<file path="config.mk">
export PLATFORM = sky130hd
export DESIGN_NAME = score_tracker
export DESIGN_NICKNAME = d
export VERILOG_FILES = /design/src/rtl/score_pkg.sv /design/src/rtl/seg7_decode.sv /design/src/rtl/score_tracker.sv
export SDC_FILE = /design/constraint.sdc
export NUM_CORES = 1
export LEC_CHECK = 0
export BUFFER_PORTS_ARGS = -buffer_cell sky130_fd_sc_hd__buf_2
export CORE_ASPECT_RATIO = 1.5
export CORE_UTILIZATION = 51
export CTS_BUF_LIST = sky130_fd_sc_hd__clkbuf_16
export CTS_CLUSTER_SIZE = 8
export DETAILED_ROUTE_END_ITERATION = 8
export GPL_ROUTABILITY_DRIVEN = 0
export PLACE_DENSITY = 0.85
export SYNTH_ARGS = -nofsm -noshare
export SYNTH_HDL_FRONTEND = slang
export SYNTH_SLANG_ARGS = --single-unit
</file>
<file path="constraint.sdc">
create_clock -name clk -period 4.69 [get_ports clk]
set_input_delay 0.7035 -clock clk [delete_from_list [all_inputs] [get_ports clk]]
set_output_delay 0.7035 -clock clk [all_outputs]
set_load 0.005 [all_outputs]
</file>
<file path="src/rtl/score_pkg.sv">
// Shared types, 7-segment glyphs and BCD helpers for the score tracker.
// Scores are handled as up to four packed BCD digits; callers slice to their width.
package score_pkg;

  typedef logic [3:0] bcd_t;

  typedef enum logic [0:0] {
    PLAY = 1'b0,
    WON  = 1'b1
  } state_e;

  // Active-low segments, bit order {g,f,e,d,c,b,a}.
  localparam logic [6:0] SEG_0     = 7'b1000000;
  localparam logic [6:0] SEG_1     = 7'b1111001;
  localparam logic [6:0] SEG_2     = 7'b0100100;
  localparam logic [6:0] SEG_3     = 7'b0110000;
  localparam logic [6:0] SEG_4     = 7'b0011001;
  localparam logic [6:0] SEG_5     = 7'b0010010;
  localparam logic [6:0] SEG_6     = 7'b0000010;
  localparam logic [6:0] SEG_7     = 7'b1111000;
  localparam logic [6:0] SEG_8     = 7'b0000000;
  localparam logic [6:0] SEG_9     = 7'b0010000;
  localparam logic [6:0] SEG_BLANK = 7'b1111111;

  localparam int MAX_DIGITS = 4;

  // Decimal constant to four packed BCD digits, evaluated at elaboration.
  function automatic logic [15:0] to_bcd(input int value);
    logic [15:0] r;
    int          v;
    r = '0;
    v = value;
    for (int i = 0; i < MAX_DIGITS; i++) begin
      r[4*i +: 4] = 4'(v % 10);
      v = v / 10;
    end
    return r;
  endfunction

  // Add or subtract one with a digit-serial carry/borrow chain.
  // Callers guarantee no overflow past the top digit and no decrement of zero.
  function automatic logic [15:0] bcd_step(input logic [15:0] value, input logic up);
    logic [15:0] r;
    logic        chain;
    bcd_t        d;
    r     = value;
    chain = 1'b1;
    for (int i = 0; i < MAX_DIGITS; i++) begin
      d = value[4*i +: 4];
      if (chain) begin
        if (up) begin
          if (d == 4'd9) d = 4'd0;
          else begin
            d     = d + 4'd1;
            chain = 1'b0;
          end
        end else begin
          if (d == 4'd0) d = 4'd9;
          else begin
            d     = d - 4'd1;
            chain = 1'b0;
          end
        end
      end
      r[4*i +: 4] = d;
    end
    return r;
  endfunction

endpackage

</file>
<file path="src/rtl/seg7_decode.sv">
// One BCD digit to an active-low 7-segment pattern; non-BCD codes blank the digit.
module seg7_decode
  import score_pkg::*;
(
  input  bcd_t       digit,
  output logic [6:0] seg
);

  always_comb begin
    case (digit)
      4'd0:    seg = SEG_0;
      4'd1:    seg = SEG_1;
      4'd2:    seg = SEG_2;
      4'd3:    seg = SEG_3;
      4'd4:    seg = SEG_4;
      4'd5:    seg = SEG_5;
      4'd6:    seg = SEG_6;
      4'd7:    seg = SEG_7;
      4'd8:    seg = SEG_8;
      4'd9:    seg = SEG_9;
      default: seg = SEG_BLANK;
    endcase
  end

endmodule

</file>
<file path="src/rtl/score_tracker.sv">
// Edge-qualified BCD hit counter with optional miss penalty, sticky win at TARGET,
// a fixed-width next_round pulse per accepted hit, and per-digit 7-seg outputs.
module score_tracker
  import score_pkg::*;
#(
  parameter int NUM_DIGITS   = 2,
  parameter int TARGET       = 15,
  parameter bit PENALTY_EN   = 1'b1,
  parameter int NEXT_ROUND_W = 1
) (
  input  logic                          clk,
  input  logic                          reset,
  input  logic                          B,
  input  logic                          FL,
  input  logic                          OB,
  input  logic                          miss,
  input  logic                          clear,
  output logic [NUM_DIGITS-1:0][6:0]    HEX,
  output logic [4*NUM_DIGITS-1:0]       score,
  output logic                          next_round,
  output logic                          won
);

  localparam int          SW         = 4 * NUM_DIGITS;
  localparam logic [15:0] TARGET_BCD = to_bcd(TARGET);
  localparam logic [3:0]  PULSE_LEN  = 4'(NEXT_ROUND_W);

  if (NUM_DIGITS < 1 || NUM_DIGITS > MAX_DIGITS || TARGET >= 10 ** NUM_DIGITS) begin : g_bad_param
    $error("score_tracker: NUM_DIGITS must be 1..4 and TARGET < 10**NUM_DIGITS");
  end

  state_e      state;
  logic        hit_q;
  logic        miss_q;
  logic [3:0]  pulse_cnt;

  logic        hit_lvl;
  logic        hit_evt;
  logic        miss_evt;
  logic        do_inc;
  logic        do_dec;
  logic [15:0] step_val;
  logic [SW-1:0] score_nxt;

  // NOTE: every signal driven in an always_comb gets a value on every path
  // (defaults first where branches are involved), otherwise a latch is inferred.
  always_comb begin
    hit_lvl  = B & FL & ~OB;
    hit_evt  = hit_lvl & ~hit_q;
    miss_evt = PENALTY_EN & miss & ~miss_q;
    // A hit and a miss landing together cancel out; an empty score absorbs a miss.
    do_inc   = (state == PLAY) & hit_evt & ~miss_evt;
    do_dec   = (state == PLAY) & miss_evt & ~hit_evt & (score != '0);
    step_val  = bcd_step(16'(score), do_inc);
    score_nxt = step_val[SW-1:0];
  end

  // NOTE: sequential state uses non-blocking assignments so every register
  // samples the pre-edge values regardless of statement order.
  always_ff @(posedge clk or negedge reset) begin
    if (!reset) begin
      state     <= PLAY;
      score     <= '0;
      pulse_cnt <= '0;
      hit_q     <= 1'b0;
      miss_q    <= 1'b0;
    end else begin
      // Edge detectors keep sampling through clear so a held level never re-counts.
      hit_q  <= hit_lvl;
      miss_q <= miss;
      if (clear) begin
        state     <= PLAY;
        score     <= '0;
        pulse_cnt <= '0;
      end else begin
        if (do_inc || do_dec) score <= score_nxt;
        if (do_inc && score_nxt == TARGET_BCD[SW-1:0]) state <= WON;
        if (do_inc)                 pulse_cnt <= PULSE_LEN;
        else if (pulse_cnt != '0)   pulse_cnt <= pulse_cnt - 4'd1;
      end
    end
  end

  assign next_round = (pulse_cnt != '0);
  assign won        = (state == WON);

  for (genvar i = 0; i < NUM_DIGITS; i++) begin : g_digit
    seg7_decode u_seg (
      .digit (score[4*i +: 4]),
      .seg   (HEX[i])
    );
  end

endmodule

</file>
==> results.toml, run 1 <==
[job]
drv_cap = 0

[synth]
postSynth.asyncResetShare = 1.000
yosys.area_share.xor_xnor = 0.04268
synthTopCellsByCount = "nor2_1, a21oi_1, dfrtp_1"
ys_types = 50
syn_nets = 204
synth_edf_count = 0
yosys.area_share.adder = 0.1132
synth_top_family_by_area = "compound AO/OA/AOI/OAI gates"
synth_mux_area_frac = 0.006969
avgSynthCellArea_um2 = 7.806
synth_compound_area_frac = 0.2605
yosysMostFrequentCell = "nor2_1"
yosys_warnings = 0
ys_seq_area_frac = 0.2613
yosysTopAreaCell = "dfrtp_1"
synthTopCellsByArea = "dfrtp_1, ha_1, a21oi_1"
synth_area_um2 = 1436
ys_ff_latch = 15
synth-main-ff-cell = "dfrtp_1"
netlist_instances = 184
synth_top_area_share = 0.2613
yosys.area_share.simple = 0.2570

[cells_and_area]
final_core_util = 0.6279
final-seq-area_um2 = 375.4
finalNetCount = 231
drive_above_1_share = 0.2048
multi_input_area_um2 = 977.2
antennaDiodeCount = 0
synthToLayoutAreaGrowth_pct = 16.99
nFillCells = 242
design_area_um2 = 1680

[timing]
tightest_slew_ps = 803.0
fmax_ghz = 0.3748
setup_viol = 0
setup_ws_ps = 2022
finalHoldViolCount = 0
skew_ps = 2.505
finalCriticalPeriod_ps = 2668
rsz0062_at_grt = "false"
drv_slew = 0
tns_ps = 0
slew_headroom = 0.4646
min_period_over_period = 0.5688

[routing]
drtIter0Drc = 53
drt-total-wl_um = 3643
drc_errors = 0
routedWlPerCell_um = 14.75
via_per_inst = 6.061
firstDrtPassIters = 4
via_count = 1497
ant_nets = 0

[global_route]
antenna_found_initial = 0
grt_overflow_total = 0
grt_pass1_vias = 1426
grt_max_degree = 20
track_usage = 0.2788
grt_pass1_wl_um = 6272

[critical_path]
required_ps = 4820
critPathMaxFanout = 8
cp_data_arrival_time_ps = 2800
path_class = "register to register"
worstSetupEndpointType = "register"
worstSetupStartpointType = "register"

[clock_network]
cts_resized = 0
clock_latency_ps = 250
h-tree-depth = 1
cts_tree = "yes"
cts_buffers = 3
clock_path_buffers = 2
cts_setup_buffers = 0
cts.sinks = 15
hold_buffers = 0
cts_root_buffer = "clkbuf_16"
path_clk_slew_ps = 50

[power]
powerDensity_nw_per_um2 = 432.8
leakagePower_nw = 0.7725
peakVddDrop_uv = 248.8
finalPower_uw = 727.2

[floorplanning]
ios = 31
dieArea_um2 = 3037
rows = 23
core_um2 = 2676
die_y_um = 67.00
die_w_um = 45.33
start_util = 0.5367

[placement]
place_area_um2 = 1598
hpwlAfterDp_um = 2682
numPortBuffers = 30
pre_cts_ws_ps = 2171

[status]
outcome = "completed"

[min_path]
hp-class = "input pin to asynchronous set/reset pin"
layout by cell type, fill, tap and decap left out, drive strengths merged, types with 3 or more instances in the layout:
cell type / Yosys / layout
nand3: 3 / 3
nand2b: 4 / 4
a21oi: 21 / 21
or3: 3 / 3
a31oi: 5 / 5
or2: 3 / 3
a311oi: 3 / 3
ha: 13 / 13
o211ai: 3 / 3
nor2: 27 / 27
clkbuf: 6 / 3
o21ai: 8 / 8
nor3: 5 / 5
xnor2: 5 / 5
buf: 3 / 31
inv: 9 / 9
nand2: 14 / 14
dfrtp: 15 / 15
per-stage QoR:
stage               instances  hold WS [ps]
finish                    247         358.0
CTS                       247         369.3
floorplan                 184         407.9
detailed placement        243         567.4
global route              247         380.3
global placement          243         549.0
path summary, 6_finish.rpt:
check / startpoint / endpoint / slack, ps / depth (start not counted)
worst max-delay path: score[1]$_DFFE_PN0P_ / score[6]$_DFFE_PN0P_ / 2020 / 7
worst min-delay path: reset / pulse_cnt[0]$_DFFE_PN0P_ / 360 / 1
worst max register to register: score[1]$_DFFE_PN0P_ / score[6]$_DFFE_PN0P_ / 2020 / 7
worst min register to register: pulse_cnt[3]$_DFFE_PN0P_ / pulse_cnt[3]$_DFFE_PN0P_ / 570 / 2
max in group asynchronous: reset / score[5]$_DFFE_PN0P_ / 4080 / 1
min in group clk: pulse_cnt[3]$_DFFE_PN0P_ / pulse_cnt[3]$_DFFE_PN0P_ / 570 / 2
cell families after synthesis:
logic type,after synthesis
DFF,15
adders and majority gates,13
xor gates and xnor gates,7
muxes,1
AOI/OAI and AO/OA,57
buffers and inverters,20
and+or+nand+nor,71
layer usage:
layer	GRT usage	share of wire	routed length (um)	up-vias
li1	-	-	-	715
met1	0.3272	0.40	1464	695
met2	0.4583	0.50	1825	68
met3	0.02168	0.045	164	19
met4	0.2008	0.052	188	0
met5	0	0	0	-
where the power goes:
part	switching (mW)	total, mW	internal, mW
Clock	0.0553	0.170	0.115
Sequential	0.0426	0.194	0.151
Combinational	0.195	0.363	0.168
Total	0.293	0.727	0.434
critical path: stages, from the launching register on:
cell,delay (ps)
dfrtp_1,460
inv_1,210
ha_1,250
nor3b_1,630
nand4_1,190
a21oi_1,430
nor2_1,80
a211oi_1,300
area by class of cell:
type	instances	share of cell area
Sequential cell	15	0.2234
Timing Repair Buffer	31	0.09382
Multi-Input combinational cell	149	0.5815
Tap cell	37	0.02755
Clock inverter	1	0.004468
Inverter	11	0.02457
Clock buffer	3	0.04468
sequential cells by signal, indices dropped and copies added, names as in the netlist:
| signal | flops |
|---|---|
| miss_q | 1 |
| hit_q | 1 |
| score | 8 |
| pulse_cnt | 4 |
| won | 1 |
(Power assumes the default switching activity.)
==> run 2, diff against run 1 <==
ABC_AREA = 1   (was unset)
PLACE_DENSITY = 0.86   (was 0.85)
clock period = 2.7 ns   (was 4.69 ns; I/O delays follow)
==> results.toml, run 2 <==
[min_path]
hp-class = "input pin to asynchronous set/reset pin"

[critical_path]
required_ps = 2300
crit_end = "HEX[10]"
startpoint = "score[4]$_DFFE_PN0P_"
cp_slowest_cell = "dfrtp_1"
cp_data_arrival_time_ps = 1650
path_class = "register to output port"
critPathMaxFanout = 7
r2r_slack_ps = 690
cpMostUsedCell = "inv_1"
worstReg2RegEnd = "score[3]$_DFFE_PN0P_"
worstSetupEndpointType = "output port"
crit_chain = "inv_1 -> ha_1 -> nand2_1 -> inv_1 -> o21ai_0 -> buf_2"
worst_path_largest_cell_delay_ps = 450
r2r_cells = 8
worstSetupStartpointType = "register"
rr_startpoint = "score[0]$_DFFE_PN0P_"

[global_route]
grt_pass1_vias = 1313
grt_pass1_wl_um = 5382
grt_overflow_total = 0
grt_max_degree = 16
track_usage = 0.2550
antenna_found_initial = 0

[cells_and_area]
drive_above_1_share = 0.2325
final_common_cell = "nand2_1"
largest_reg_flops = 8
antennaDiodeCount = 0
regMostFlops = "score"
finalNetCount = 249
top_regs = "score: 8 flops, pulse_cnt: 4 flops"
synthToLayoutAreaGrowth_pct = 18.15
final_core_util = 0.6504
nFillCells = 227
layout_common_cells = "nand2_1, buf_2, inv_1"

[synth]
synth_mux_area_frac = 0
yosysTopAreaCell = "dfrtp_1"
avgSynthCellArea_um2 = 6.964
synth_edf_count = 0
ys_seq_area_frac = 0.2722
netlist_instances = 198
synthTopCellsByArea = "dfrtp_1, nand2_1, ha_1"
yosys.area_share.simple = 0.3466
ys_types = 29
synthTopCellsByCount = "nand2_1, inv_1, nand3_1, o21ai_0, nor2_1"
synth_area_um2 = 1379
postSynth.asyncResetShare = 1.000
syn_nets = 218
yosys.area_share.xor_xnor = 0.02541
yosys.area_share.adder = 0.1180
synth_compound_area_frac = 0.1470
yosys_warnings = 0
synth-main-ff-cell = "dfrtp_1"
yosysMostFrequentCell = "nand2_1"
synth_top_family_by_area = "simple AND/OR/NAND/NOR gates"
synth_top_area_share = 0.2722
ys_ff_latch = 15

[job]
drv_cap = 0

[clock_network]
cts_root_buffer = "clkbuf_16"
cts_buffers = 3
clock_latency_ps = 250
h-tree-depth = 1
path_clk_slew_ps = 50
cts_resized = 0
clock_path_buffers = 2
cts_tree = "yes"
cts.sinks = 15
cts_setup_buffers = 0
hold_buffers = 0

[timing]
tightest_slew_ps = 507.4
tns_ps = 0
fmax_ghz = 0.4861
drv_slew = 0
min_period_over_period = 0.7620
finalHoldViolCount = 0
rsz0062_at_grt = "false"
finalCriticalPeriod_ps = 2057
setup_viol = 0
skew_ps = 1.295
slew_headroom = 0.6582

[placement]
numPortBuffers = 30
hpwlAfterDp_um = 2426

[routing]
highest_layer = "met4"
wl_met1_um = 1204
drtIter0Drc = 51
firstDrtPassIters = 5
drc_errors = 0
routedWlPerCell_um = 12.04
ant_nets = 0
drt-total-wl_um = 3179
via_count = 1409
wl_met2_um = 1664
wl_met3_um = 137
via_per_inst = 5.337

[floorplanning]
ios = 31
die_w_um = 44.46
start_util = 0.5504
die_y_um = 65.68
dieArea_um2 = 2920
core_um2 = 2505
rows = 22

[power]
peakVddDrop_uv = 592.3
powerDensity_nw_per_um2 = 1249
leakagePower_nw = 0.9013
finalPower_mw = 2.034

[status]
outcome = "completed"
[run 2: worst min path at each step]
stage / slack, ps / endpoint / depth (start not counted)
after floorplan: 110 / hit_q$_DFF_PN0_ / 0
after global placement: 330 / hit_q$_DFF_PN0_ / 1
after detailed placement: 330 / hit_q$_DFF_PN0_ / 1
after CTS: 60 / hit_q$_DFF_PN0_ / 1
after global routing: 80 / pulse_cnt[0]$_DFFE_PN0P_ / 1
final: 50 / hit_q$_DFF_PN0_ / 1
[run 2: kinds of logic after synthesis]
group           count (synthesis)
compound gates                 37
flops                          15
simple gates                   99
fa+ha+maj                      13
xor+xnor                        4
buf+inv                        30
[run 2: cell type report]
| cell class | instances | area (um2) | share of cell area |
|---|---|---|---|
| flip-flops and latches | 15 | 375.4 | 0.2304 |
| multi-input cells | 153 | 878.3 | 0.5392 |
| clock inverters | 1 | 5.005 | 0.003072 |
| clock buffers | 3 | 75.07 | 0.04608 |
| well taps | 36 | 45.04 | 0.02765 |
| repair buffers | 30 | 150.1 | 0.09217 |
| inverters | 26 | 100.1 | 0.06144 |
[run 2: metal layers]
| metal | track usage | vias up |
|---|---|---|
| met5 | 0 | - |
| met4 | 0.2159 | 0 |
| met3 | 0.05769 | 18 |
| met2 | 0.4301 | 48 |
| met1 | 0.2522 | 634 |
| li1 | - | 709 |
[run 2: through the flow]
stage	area (um2)	setup slack, ps	cells	hold WS [ps]
floorplan	1379	1025	198	109.4
global placement	1549	812.6	260	327.0
detailed placement	1549	701.8	260	325.7
CTS	1629	640.8	264	56.44
global route	1629	447.0	264	80.44
finish	1629	642.7	264	46.39
[run 2: power breakdown]
part	internal (mW)	switching (mW)	leakage, nW
Sequential	0.297	0.136	0.197
Combinational	0.549	0.753	0.664
Clock	0.199	0.101	0.0409
Total	1.04	0.990	0.901
[run 2: critical path: cells and delay by family, from the launching register on]
family          cells  cell delay, ps
fa+ha+maj           1             370
compound gates      1             140
simple gates        1             100
buf+inv             3             340
flops               1             450
==> run 3, diff against run 2 <==
ABC_AREA = 0   (was 1)
CORE_UTILIZATION = 49   (was 51)
clock period = 1.87 ns   (was 2.7 ns; I/O delays follow)
==> results.toml, run 3 (synthesized netlist as in run 1, its figures left out) <==
[status]
outcome = "finished with violations"
violations = "setup timing"

[critical_path]
required_ps = 2030
cp_data_arrival_time_ps = 2180
critPathMaxFanout = 8
worstSetupEndpointType = "register"
path_class = "register to register"
worstSetupStartpointType = "register"

[power]
switching_power_mw = 1.013
combPwrFrac = 0.644
peakVddDrop_uv = 698.6
pwr-share-seq = 0.181
powerDensity_nw_per_um2 = 1058
leakagePower_nw = 1.023
p_clk_frac = 0.175
internal_power_mw = 1.436
finalPower_mw = 2.449
p_sw_frac = 0.4135

[timing]
fmax_ghz = 0.4944
whs_ps = 152.2
finalCriticalPeriod_ps = 2023
tightest_slew_ps = 471.7
rsz0062_at_grt = "true"
finalHoldViolCount = 0
slew_headroom = 0.6855
setup_ws_ps = -152.8
skew_ps = 2.599
setup_viol = 11
drv_slew = 0
min_period_over_period = 1.082

[clock_network]
clock_latency_ps = 250
cts_tree = "yes"
cts_buffers = 3
path_clk_slew_ps = 50
cts_root_buffer = "clkbuf_16"
clock_path_buffers = 2
h-tree-depth = 1
cts.sinks = 15

[placement]
hpwlAfterDp_um = 3133
place_area_um2 = 1879
numPortBuffers = 30

[routing]
ant_nets = 0
routedWlPerCell_um = 20.46
drt-total-wl_um = 5934
via_per_inst = 6.372
drtIter0Drc = 165
drc_errors = 0
via_count = 1848
firstDrtPassIters = 4

[global_route]
grt_max_degree = 16
track_usage = 0.3478
antenna_found_initial = 0
grt_overflow_total = 0
grt_pass1_wl_um = 7700
grt_pass1_vias = 1677

[job]
drv_cap = 0

[floorplanning]
die_y_um = 68.31
rows = 23
dieArea_um2 = 3156
start_util = 0.5254
ios = 31
die_w_um = 46.21
core_um2 = 2734

[cells_and_area]
drive_above_1_share = 0.5138
final_common_cell = "buf_4"
top_regs = "score: 8 flops, pulse_cnt: 4 flops"
regMostFlops = "score"
antennaDiodeCount = 0
synthToLayoutAreaGrowth_pct = 61.15
layout_common_cells = "buf_4, buf_2, nor2_1"
finalNetCount = 274
largest_reg_flops = 8
design_area_um2 = 2315

[min_path]
hp-class = "input pin to register"
run 3: final cells by class:
cell class | count | area [um2]
tap | 37 | 46.29
sequential | 15 | 381.6
inverter | 11 | 47.55
fill | 157 | 419.2
timing repair buffer | 74 | 509.2
multi-input combinational | 149 | 1250
clock inverter | 1 | 5.005
clock buffer | 3 | 75.07
run 3: path summary, 6_finish.rpt:
kind / from / slack (ps) / cells past startpoint / to
max: score[4]$_DFFE_PN0P_ / -150 / 7 / score[3]$_DFFE_PN0P_
min: miss / 150 / 1 / miss_q$_DFF_PN0_
max reg2reg: score[4]$_DFFE_PN0P_ / -150 / 7 / score[3]$_DFFE_PN0P_
min reg2reg: pulse_cnt[3]$_DFFE_PN0P_ / 580 / 2 / pulse_cnt[3]$_DFFE_PN0P_
max in group asynchronous: reset / 1110 / 2 / score[0]$_DFFE_PN0P_
min in group asynchronous: reset / 480 / 2 / won$_DFFE_PN0P_
run 3: worst max-delay path, stage by stage (launching register included):
cell,delay (ps)
dfrtp_2,420
inv_2,80
ha_4,130
or3b_4,390
o211ai_1,320
a21oi_2,210
buf_4,200
a311oi_2,180
run 3: timing repair:
item,4_1_cts,5_1_grt
pin swaps,7,13
resized for setup,19,36
endpoints found under the setup margin,14,18
buffers inserted,4,8
hold endpoints to repair,15,0
hold buffers,1,0
run 3: stage by stage:
step                instances  TNS [ps]    util  setup WS, ps
floorplan                 184         0       -         30.07
global placement          275    -80.89  0.6874        -27.55
detailed placement        275    -470.8  0.6874        -125.9
CTS                       284    -7.472  0.7625        -7.472
global route              290     -1578  0.8467        -216.3
finish                    290     -1026  0.8467        -152.8
run 3: power by group through the flow:
stage	combinational [mW]	sequential, mW	clock, mW
floorplan	0.709	0.447	0
global placement	1.15	0.435	0
detailed placement	1.19	0.437	0
CTS	1.30	0.435	0.424
global route	1.69	0.447	0.443
finish	1.58	0.442	0.429
run 3: metal layers:
layer  vias up  GRT usage  wire length (um)
li1        807          -                 -
met1       856     0.3648              2070
met2       129     0.5880              3023
met3        56    0.05805               377
met4         0     0.2757               463
met5         -          0                 0
